### src/rtl/bcd_time_counter.sv
// MM:SS BCD time counter with seconds prescaler, up/down counting, countdown expiry,
// validated digit preset and lap capture (lap capture built only when TIME_LAP_EN is defined).
module bcd_time_counter #(
    parameter int TICK_DIV     = 100000000,
    parameter int MIN_TENS_MAX = 9,
    parameter int PRE_W        = 27
) (
    input  logic        clk,
    input  logic        rst,
    input  logic        run,
    input  logic        dir,
    input  logic        set_en,
    input  logic [1:0]  set_sel,
    input  logic [3:0]  set_val,
    input  logic        lap,
    output logic [15:0] time_bcd,
    output logic [15:0] lap_bcd,
    output logic        lap_valid,
    output logic        tick,
    output logic        done,
    output logic        expired
);

    localparam logic [PRE_W-1:0] PRE_LAST  = PRE_W'(TICK_DIV - 1);
    localparam logic [3:0]       MIN_L_MAX = 4'(MIN_TENS_MAX);

    logic [3:0]       sec_r_q, sec_l_q, min_r_q, min_l_q;
    logic [3:0]       sec_r_d, sec_l_d, min_r_d, min_l_d;
    logic [PRE_W-1:0] pre_q, pre_d;
    logic             tick_q, tick_d;
    logic             done_q, done_d;
    logic             expired_q, expired_d;

    logic [3:0] up_sr, up_sl, up_mr, up_ml;
    logic [3:0] dn_sr, dn_sl, dn_mr, dn_ml;
    logic       up_c0, up_c1, up_c2;
    logic       dn_b0, dn_b1, dn_b2;
    logic       set_ok, time_zero, dn_zero;
    logic       pre_en, pre_wrap, step_ok;

    assign time_bcd = {min_l_q, min_r_q, sec_l_q, sec_r_q};
    assign time_zero = (time_bcd == 16'h0000);

    // Ripple carry/borrow through the four digits, one candidate result per direction.
    always_comb begin
        up_c0 = (sec_r_q == 4'd9);
        up_sr = up_c0 ? 4'd0 : sec_r_q + 4'd1;
        up_c1 = up_c0 && (sec_l_q == 4'd5);
        up_sl = up_c0 ? (up_c1 ? 4'd0 : sec_l_q + 4'd1) : sec_l_q;
        up_c2 = up_c1 && (min_r_q == 4'd9);
        up_mr = up_c1 ? (up_c2 ? 4'd0 : min_r_q + 4'd1) : min_r_q;
        up_ml = up_c2 ? ((min_l_q >= MIN_L_MAX) ? 4'd0 : min_l_q + 4'd1) : min_l_q;

        dn_b0 = (sec_r_q == 4'd0);
        dn_sr = dn_b0 ? 4'd9 : sec_r_q - 4'd1;
        dn_b1 = dn_b0 && (sec_l_q == 4'd0);
        dn_sl = dn_b0 ? (dn_b1 ? 4'd5 : sec_l_q - 4'd1) : sec_l_q;
        dn_b2 = dn_b1 && (min_r_q == 4'd0);
        dn_mr = dn_b1 ? (dn_b2 ? 4'd9 : min_r_q - 4'd1) : min_r_q;
        dn_ml = dn_b2 ? ((min_l_q == 4'd0) ? 4'd0 : min_l_q - 4'd1) : min_l_q;

        dn_zero = ({dn_ml, dn_mr, dn_sl, dn_sr} == 16'h0000);
    end

    always_comb begin
        set_ok = 1'b0;
        if (set_en) begin
            case (set_sel)
                2'd0:    set_ok = (set_val <= 4'd9);
                2'd1:    set_ok = (set_val <= 4'd5);
                2'd2:    set_ok = (set_val <= 4'd9);
                default: set_ok = (set_val <= MIN_L_MAX);
            endcase
        end
    end

    // Once a countdown has expired the prescaler stays frozen until dir returns to up.
    assign pre_en   = run && !(dir && expired_q);
    assign pre_wrap = pre_en && (pre_q == PRE_LAST);
    assign step_ok  = pre_wrap && !(dir && time_zero);

    always_comb begin
        sec_r_d   = sec_r_q;
        sec_l_d   = sec_l_q;
        min_r_d   = min_r_q;
        min_l_d   = min_l_q;
        pre_d     = pre_q;
        tick_d    = 1'b0;
        done_d    = 1'b0;
        expired_d = expired_q && dir;
        if (set_ok) begin
            pre_d     = '0;
            expired_d = 1'b0;
            case (set_sel)
                2'd0:    sec_r_d = set_val;
                2'd1:    sec_l_d = set_val;
                2'd2:    min_r_d = set_val;
                default: min_l_d = set_val;
            endcase
        end else begin
            if (pre_en) begin
                pre_d = pre_wrap ? '0 : pre_q + 1'b1;
            end
            if (step_ok) begin
                tick_d = 1'b1;
                if (dir) begin
                    {min_l_d, min_r_d, sec_l_d, sec_r_d} = {dn_ml, dn_mr, dn_sl, dn_sr};
                    if (dn_zero) begin
                        done_d    = 1'b1;
                        expired_d = 1'b1;
                    end
                end else begin
                    {min_l_d, min_r_d, sec_l_d, sec_r_d} = {up_ml, up_mr, up_sl, up_sr};
                end
            end
        end
    end

    always_ff @(posedge clk) begin
        if (rst) begin
            sec_r_q   <= 4'd0;
            sec_l_q   <= 4'd0;
            min_r_q   <= 4'd0;
            min_l_q   <= 4'd0;
            pre_q     <= '0;
            tick_q    <= 1'b0;
            done_q    <= 1'b0;
            expired_q <= 1'b0;
        end else begin
            sec_r_q   <= sec_r_d;
            sec_l_q   <= sec_l_d;
            min_r_q   <= min_r_d;
            min_l_q   <= min_l_d;
            pre_q     <= pre_d;
            tick_q    <= tick_d;
            done_q    <= done_d;
            expired_q <= expired_d;
        end
    end

    assign tick    = tick_q;
    assign done    = done_q;
    assign expired = expired_q;

`ifdef TIME_LAP_EN
    logic [15:0] lap_bcd_q, lap_bcd_d;
    logic        lap_valid_q, lap_valid_d;

    // An accepted preset outranks lap; a lap on a step cycle captures the pre-step time.
    always_comb begin
        lap_bcd_d   = lap_bcd_q;
        lap_valid_d = lap_valid_q;
        if (lap && !set_ok) begin
            lap_bcd_d   = time_bcd;
            lap_valid_d = 1'b1;
        end
    end

    always_ff @(posedge clk) begin
        if (rst) begin
            lap_bcd_q   <= 16'h0000;
            lap_valid_q <= 1'b0;
        end else begin
            lap_bcd_q   <= lap_bcd_d;
            lap_valid_q <= lap_valid_d;
        end
    end

    assign lap_bcd   = lap_bcd_q;
    assign lap_valid = lap_valid_q;
`else
    logic unused_lap;
    assign unused_lap = lap;
    assign lap_bcd    = 16'h0000;
    assign lap_valid  = 1'b0;
`endif

endmodule

### config.mk
export PLATFORM = sky130hd
export DESIGN_NAME = bcd_time_counter
export DESIGN_NICKNAME = d
export VERILOG_FILES = /design/src/rtl/bcd_time_counter.sv
export SDC_FILE = /design/constraint.sdc
export NUM_CORES = 1
export LEC_CHECK = 0
export CORE_MARGIN = 10
export CORE_UTILIZATION = 30
export DETAILED_ROUTE_END_ITERATION = 7
export MAX_ROUTING_LAYER = met4
export PLACE_DENSITY_LB_ADDON = 0.12
export RECOVER_POWER = 25
export SYNTH_ARGS = -nofsm -noshare
export SYNTH_HDL_FRONTEND = slang
export SYNTH_SLANG_ARGS = --single-unit
### constraint.sdc
create_clock -name clk -period 2.67 [get_ports clk]
set_clock_uncertainty 0.15 [all_clocks]
set_input_delay 0.534 -clock clk [delete_from_list [all_inputs] [get_ports clk]]
set_output_delay 0.534 -clock clk [all_outputs]
set_load 0.005 [all_outputs]
# Yosys cells after proc, flatten, opt, wreduce, memory -nomap -nowiden
# Index checks and enable logic that the tools add are counted.
# totals
regBits,46
input_bits,12
word_cells,99
# classes
n_addsub,9
magnitude_cmp,3
n_eq_ne,10
mux,38
bitwise_logic,2
n_reduce_logical,29
# op_table
op,count
2-to-1 mux 4 bit,30
logical NOT 16 bit,2
"adder 27 x 1 -> 27 bit, second input constant",1
"== test 27 bit, second input constant",1
2-to-1 mux 27 bit,1
"adder 4 x 1 -> 4 bit, second input constant",4
logical NOT 4 bit,4
"subtractor 4 x 1 -> 4 bit, second input constant",4
logical AND 1 bit,9
AND reduction 3 bit,3
nonzero test 3 bit,3
"== test 4 bit, second input constant",2
2-to-1 mux 1 bit,7
"!= test 2 x 1 -> 1 bit, second input constant",3
"== test 4 x 3 -> 1 bit, second input constant",1
">= comparator 4 bit, second input constant",1
"less-or-equal comparator 4 x 3 -> 1 bit, second input constant",1
"less-or-equal comparator 4 bit, second input constant",1
OR reduction 4 bit,1
OR reduction 3 bit,1
"== test 2 x 1 -> 1 bit, second input constant",1
"== test 2 bit, second input constant",1
logical NOT 1 bit,2
logical NOT 2 bit,1
other kinds (5),6

# Depth between registers and ports, before layout
# Gate-level depths: netlist (run 1).
# logic_depth
depth_word,9
ltp_mapped,9
ltp_nobuf,7

# Worst setup path before layout (run 1)
# OpenSTA, ideal clock, no wires.
# synth_path
path_kind,reg2reg
from,reg sec_l_q[0]
to,reg min_l_q[2]
t_arrival_ns,2.206
path_slack_ns,0.256
stages_incl_launch_ff,10
path_buffers,2
synth_period_minus_slack_ns,2.414
path_cell_list,dfxtp_1 -> clkbuf_1 -> inv_1 -> ha_1 -> nor3b_1 -> buf_2 -> nand4_1 -> or4_1 -> a311oi_1 -> mux2_2
# synth_between
elab_chain_cells,7
word_cells_on_any_way,17
cone_classes,eq/ne (1); mux (4); reduce/logical (12)
# synth_rtl
element,line_no,text
start: declaration,27,"logic [3:0] sec_r_q, sec_l_q, min_r_q, min_l_q;"
start signal: assignment,131,sec_l_q <= sec_l_d;
logical NOT 4 bit,56,dn_b1 = dn_b0 && (sec_l_q == 4'd0);
logical AND 1 bit,56,
logical AND 1 bit,58,dn_b2 = dn_b1 && (min_r_q == 4'd0);
2-to-1 mux 4 bit,60,dn_ml = dn_b2 ? ((min_l_q == 4'd0) ? 4'd0 : min_l_q - 4'd1) : min_l_q;
2-to-1 mux 4 bit,106,if (dir) begin
2-to-1 mux 4 bit,104,if (step_ok) begin
2-to-1 mux 4 bit,91,if (set_ok) begin
end signal: assignment,133,min_l_q <= min_l_d;
end: declaration,27,
# Several ways; a longest one is shown, not always the timed one. The select of a mux whose other input is x is not followed.
# A chain may end at the register's enable or synchronous reset.

# Worst setup path in the final report (run 1)
# layout_path
from,in run
to,reg pre_q[6]
# layout_between
elab_chain_cells,3
# layout_rtl
element,line_no,text
start: declaration,10,"input logic run,"
logical AND 1 bit (*),78,assign pre_en = run && !(dir && expired_q);
logical AND 1 bit,79,assign pre_wrap = pre_en && (pre_q == PRE_LAST);
2-to-1 mux 27 bit,102,pre_d = pre_wrap ? '0 : pre_q + 1'b1;
end signal: assignment,134,pre_q <= pre_d;
end: declaration,29,"logic [PRE_W-1:0] pre_q, pre_d;"
# Mark *: on every way between the ends. The rest lies on a longest branch, timed or not.

==> results of run 1 <==
## repair_timing
item                       in CTS  in global routing
hold endpoints to repair        0                  0
setup endpoints to repair       0                 22
buffers inserted                0                  2
resized for setup               0                  4
## cell families after synthesis
group | after synthesis | share of synthesized area, %
and+or+nand+nor | 181 | 29.0
AOI/OAI and AO/OA | 86 | 17.4
buffers and inverters | 65 | 9.62
DFF | 46 | 26.7
xor gates and xnor gates | 32 | 8.13
muxes | 14 | 4.28
adders and majority gates | 13 | 4.72
other | 1 | 0.109
## worst paths after layout
path	to	slack (ns)	start
min	pre_q[1]$_SDFFE_PP0P_	0.35	pre_q[1]$_SDFFE_PP0P_
max	pre_q[6]$_SDFFE_PP0P_	0.12	run
max reg2reg	done$_SDFF_PP0_	0.18	min_r_q[1]$_SDFFE_PP0P_
min reg2reg	pre_q[1]$_SDFFE_PP0P_	0.35	pre_q[1]$_SDFFE_PP0P_
## cells in the final DEF, fill, tap and decap left out, types with 16 or more instances in the layout
cell / synthesis / routed
buf_4: 19 / 53
nor2_1: 48 / 48
dfxtp_1: 46 / 46
nand2_1: 29 / 29
clkdlybuf4s50_1: 0 / 23
xnor2_1: 22 / 22
nand3_1: 18 / 18
o21ai_0: 18 / 18
a21oi_1: 19 / 18
conb_1: 1 / 17
inv_1: 16 / 16
## final cells by class
type	count	area share (%)
clock buffers	6	2.95
repair buffers	94	17.9
clock inverters	2	0.316
well taps	143	4.10
inverters	16	1.38
flip-flops and latches	46	21.1
multi-input cells	343	52.2
## flip-flops by register name (all words and copies together), names as in the netlist
register,flops
done,1
expired,1
min_l_q,4
min_r_q,4
pre_q,27
sec_l_q,4
sec_r_q,4
tick,1
## report_power, final
part / internal, uW / switching, uW
logic: 168 / 208
registers: 696 / 7.84
clock network: 348 / 285
## metal layers
metal | vias up | GRT usage, % | wire length [um] | part of all wire (%)
met2 | 92 | 18.3 | 4320 | 42
met5 | - | - | 0 | 0
met4 | 0 | 3.75 | 132 | 1.3
met3 | 10 | 2.69 | 502 | 4.9
met1 | 1556 | 18.1 | 5320 | 52
li1 | 1685 | - | - | -
## metrics by stage
step / power [uW] / area (um^2) / utilization [%] / hold WS, ns
2_1_floorplan: 952 / 3510 / - / 0.312
3_3_place_gp: 1090 / 4200 / 37.1 / 0.335
3_5_place_dp: 1090 / 4200 / 37.1 / 0.348
4_1_cts: 1720 / 4350 / 38.4 / 0.358
5_1_grt: 1790 / 4360 / 38.5 / 0.385
6_report: 1710 / 4360 / 38.5 / 0.354
## worst max-delay path, cell delays in order
cell and delay (ns):
clkdlybuf4s50_1 0.46, a21bo_2 0.28, or3_1 0.38, or4b_1 0.58, nand2_2 0.12, buf_12 0.17, nor2_1 0.06
==> impl_metrics.json, run 1 <==
{
  "die_h_um": 127,
  "wl_um": 10300,
  "grt_use_total_pct": 13.0,
  "gp_congestion": 0.853,
  "ys_seq_area_share_pct": 26.7,
  "grt_antenna_before_repair": 0,
  "clk_latency_ns": 0.30,
  "drc": 0,
  "setup.worst_path.end_class": "flip-flop",
  "crit_arrival_ns": 2.59,
  "dp_cells": 640,
  "antenna_cells": 0,
  "core_um2": 11300,
  "status": "completed",
  "grt_pass1_vias": 3231,
  "setup-violations-final": 0,
  "max_freq_mhz": 393,
  "r2r_cells": 7,
  "cts_hold_buf": 0,
  "yosysWarnings": 0,
  "grt_max_degree": 26,
  "fp.dieW_um": 127,
  "vias": 3343,
  "grt_overflow": 0,
  "nFillCells": 1174,
  "slew_violations": 0,
  "stdcell_count": 650,
  "synth.avg_cell_area_um2": 7.87,
  "cp_data_required_time_ns": 2.71,
  "hpwl_um": 7850,
  "regArea_um2": 921,
  "cts_buffer_depth": 2,
  "maxSlewHeadroom_pct": 64.6,
  "num-nets-final": 531,
  "cts_buffers": 5,
  "fin_crit_sh_pct": 95.4,
  "synth_top_area_share_pct": 26.7,
  "rsz0062_at_grt": "true",
  "power_leakage_uw": 0.00166,
  "synth_ff_type": "dfxtp_1",
  "start_kind": "input pin",
  "layout_setup_ws_ns": 0.123,
  "min_period_ns": 2.55,
  "drtIter0Drc": 260,
  "powerDensity_nw_per_um2": 393,
  "cts.clk_slew.worst_paths_ns": 0.06,
  "ant_nets": 0,
  "syn_area_um2": 3450,
  "synth_common_cells": "nor2_1, dfxtp_1, nand2_1",
  "drt-pass1-iter-count": 5,
  "vdd_ir_drop_max_uv": 239,
  "cts_htree_levels": 2,
  "synth_top_area_cell": "dfxtp_1",
  "pre_cts_ws_ns": -0.212,
  "hp-class": "reg2reg",
  "ys_async_sr_fraction_pct": 0,
  "synth_edf_count": 0,
  "die_area_um2": 16200,
  "cts_tree": "yes",
  "io_pins": 48,
  "post_route_cells_drive_above_1_share_pct": 15.6,
  "syn_inst": 438,
  "synth-seq-cells": 46,
  "numPortBuffers": 29,
  "clockRootBuffer": "clkbuf_16",
  "area_growth_pct": 26.5,
  "fin_setup_tns_ns": 0,
  "grt_pass1_wl_um": 17000,
  "yosysMostFrequentCell": "nor2_1",
  "path_max_fanout": 25,
  "initial_core_util_pct": 30.4,
  "rows": 39,
  "hold_viol": 0,
  "tightestPinTransition_ns": 0.529,
  "routedWlPerCell_um": 15.8,
  "drt-vias-per-instance": 5.14,
  "hold_depth": 2,
  "netlist-cell-type-count": 65,
  "crit_type": "in2reg",
  "maxCapViolations": 0,
  "synthTopCellsByArea": "dfxtp_1, xnor2_1, nor2_1, ha_1, buf_4",
  "multiInputGateArea_um2": 2280,
  "cts.sinks": 46
}
Note: power is estimated with default switching activity, not from simulation.
==> run 2: changes to the inputs <==
Settings changed: CORE_ASPECT_RATIO from default to 1.2, SETUP_SLACK_MARGIN from default to 0.02.
==> impl_metrics.json, run 2 (synthesized netlist as in run 1, its figures left out) <==
{
  "cts_hold_buf": 0,
  "cts_htree_levels": 2,
  "grt_overflow": 0,
  "ant_nets": 0,
  "initial_core_util_pct": 30.9,
  "die_h_um": 137,
  "met1_length_um": 4340,
  "regMostFlops": "pre_q",
  "start_kind": "input pin",
  "crit_type": "in2reg",
  "highest_layer": "met4",
  "rsz0062_at_grt": "false",
  "cp_data_required_time_ns": 2.70,
  "r2r_cells": 8,
  "holdWs_ns": 0.341,
  "setup-violations-final": 0,
  "hold_viol": 0,
  "area_growth_pct": 25.8,
  "crit_arrival_ns": 2.53,
  "crit_chain": "clkdlybuf4s50_1, a21bo_2, or3_1, or4b_4, nand2_2, buf_12, nor2_1",
  "cp-endpoint": "pre_q[20]$_SDFFE_PP0P_",
  "setup.worst_path.end_class": "flip-flop",
  "regToRegSetupSlack_ns": 0.18,
  "cpPeakStageDelay_ns": 0.54,
  "grt_pass1_vias": 3380,
  "fin_crit_sh_pct": 93.5,
  "wl_um": 10400,
  "multiInputGateArea_um2": 2290,
  "vdd_ir_drop_max_uv": 247,
  "numPortBuffers": 29,
  "powerDensity_nw_per_um2": 396,
  "clockRootBuffer": "clkbuf_16",
  "regArea_um2": 921,
  "min_period_ns": 2.50,
  "status": "completed",
  "tightestPinTransition_ns": 0.638,
  "crit_family": "simple AND/OR/NAND/NOR gates",
  "fp.dieW_um": 118,
  "hp-class": "reg2reg",
  "critPathBufInv": 2,
  "io_pins": 48,
  "num-nets-final": 526,
  "layout_setup_ws_ns": 0.175,
  "grt_pass1_wl_um": 17100,
  "wl_met3_um": 455,
  "grt_antenna_before_repair": 0,
  "power_leakage_uw": 0.00164,
  "drtIter0Drc": 141,
  "nFillCells": 1234,
  "cts.sinks": 46,
  "max_freq_mhz": 401,
  "path_max_fanout": 19,
  "maxCapViolations": 0,
  "drt-vias-per-instance": 5.09,
  "drt-pass1-iter-count": 4,
  "final_cell_mix": "nor2_1, buf_4, dfxtp_1, nand2_1",
  "clk_latency_ns": 0.29,
  "antenna_cells": 0,
  "grt_use_total_pct": 13.2,
  "largest_reg_flops": 27,
  "slew_violations": 0,
  "pre_cts_ws_ns": -0.206,
  "gp_congestion": 0.889,
  "critPathSlowestCell": "or4b_4",
  "die_area_um2": 16200,
  "cp-startpoint": "run",
  "crit_cells": 7,
  "rows": 42,
  "core_um2": 11100,
  "r2r_end": "done$_SDFF_PP0_",
  "maxSlewHeadroom_pct": 57.0,
  "routedWlPerCell_um": 15.9,
  "cts.clk_slew.worst_paths_ns": 0.07,
  "cts_buffer_depth": 2,
  "drc": 0,
  "wl_met2_um": 5290,
  "cts_tree": "yes",
  "grt_max_degree": 20,
  "hpwl_um": 7950,
  "cts_buffers": 5,
  "vias": 3341,
  "post_route_cells_drive_above_1_share_pct": 15.1,
  "rr_startpoint": "sec_l_q[1]$_SDFFE_PP0P_"
}
run 2: what timing repair did:
action / 4_1_cts / 5_1_grt
setup buffers: 0 / 2
setup endpoints to repair: 2 / 36
resized for setup: 1 / 7
gates cloned: 0 / 1
run 2: worst min path at each step:
stage | endpoint | start | cells after the start | slack [ns]
after floorplan | pre_q[1]$_SDFFE_PP0P_ | pre_q[1]$_SDFFE_PP0P_ | 2 | 0.31
after global placement | pre_q[1]$_SDFFE_PP0P_ | pre_q[1]$_SDFFE_PP0P_ | 2 | 0.33
after detailed placement | pre_q[1]$_SDFFE_PP0P_ | pre_q[1]$_SDFFE_PP0P_ | 2 | 0.34
after CTS | pre_q[1]$_SDFFE_PP0P_ | pre_q[1]$_SDFFE_PP0P_ | 2 | 0.34
after global routing | expired$_SDFF_PP0_ | expired$_SDFF_PP0_ | 2 | 0.38
final | pre_q[1]$_SDFFE_PP0P_ | pre_q[1]$_SDFFE_PP0P_ | 2 | 0.34
run 2: layer usage:
layer | global-route usage, % | vias up
met5 | - | -
li1 | - | 1676
met2 | 23.0 | 73
met1 | 14.2 | 1569
met4 | 6.95 | 0
met3 | 2.38 | 23
run 2: stage by stage:
stage          setup TNS [ns]  util [%]  total power, uW  std cells  area, um^2
4_1_cts                     0      38.7             1750        653        4310
3_3_place_gp            -5.58      37.3             1080        645        4160
6_report                    0      38.9             1720        656        4340
5_1_grt                     0      38.9             1800        656        4340
3_5_place_dp            -6.40      37.3             1080        645        4160
2_1_floorplan               0         -              952        454        3510
run 2: power by group:
group          total (uW)  internal [uW]  switching, uW
Clock                 642            372            270
Combinational         370            165            204
Sequential            705            696           9.31
run 2: tightest hold or removal path: stages (launching register included):
cell and delay [ns]:
dfxtp_1 0.34, nand2_1 0.06, a21oi_1 0.05
run 2: final cells by class:
type                       count  share of cell area, %
clock buffer                   7                   3.29
clock inverter                 1                  0.115
inverter                      16                   1.38
multi-input combinational    343                   52.8
sequential                    46                   21.2
tap                          154                   4.44
timing repair buffer          89                   16.8
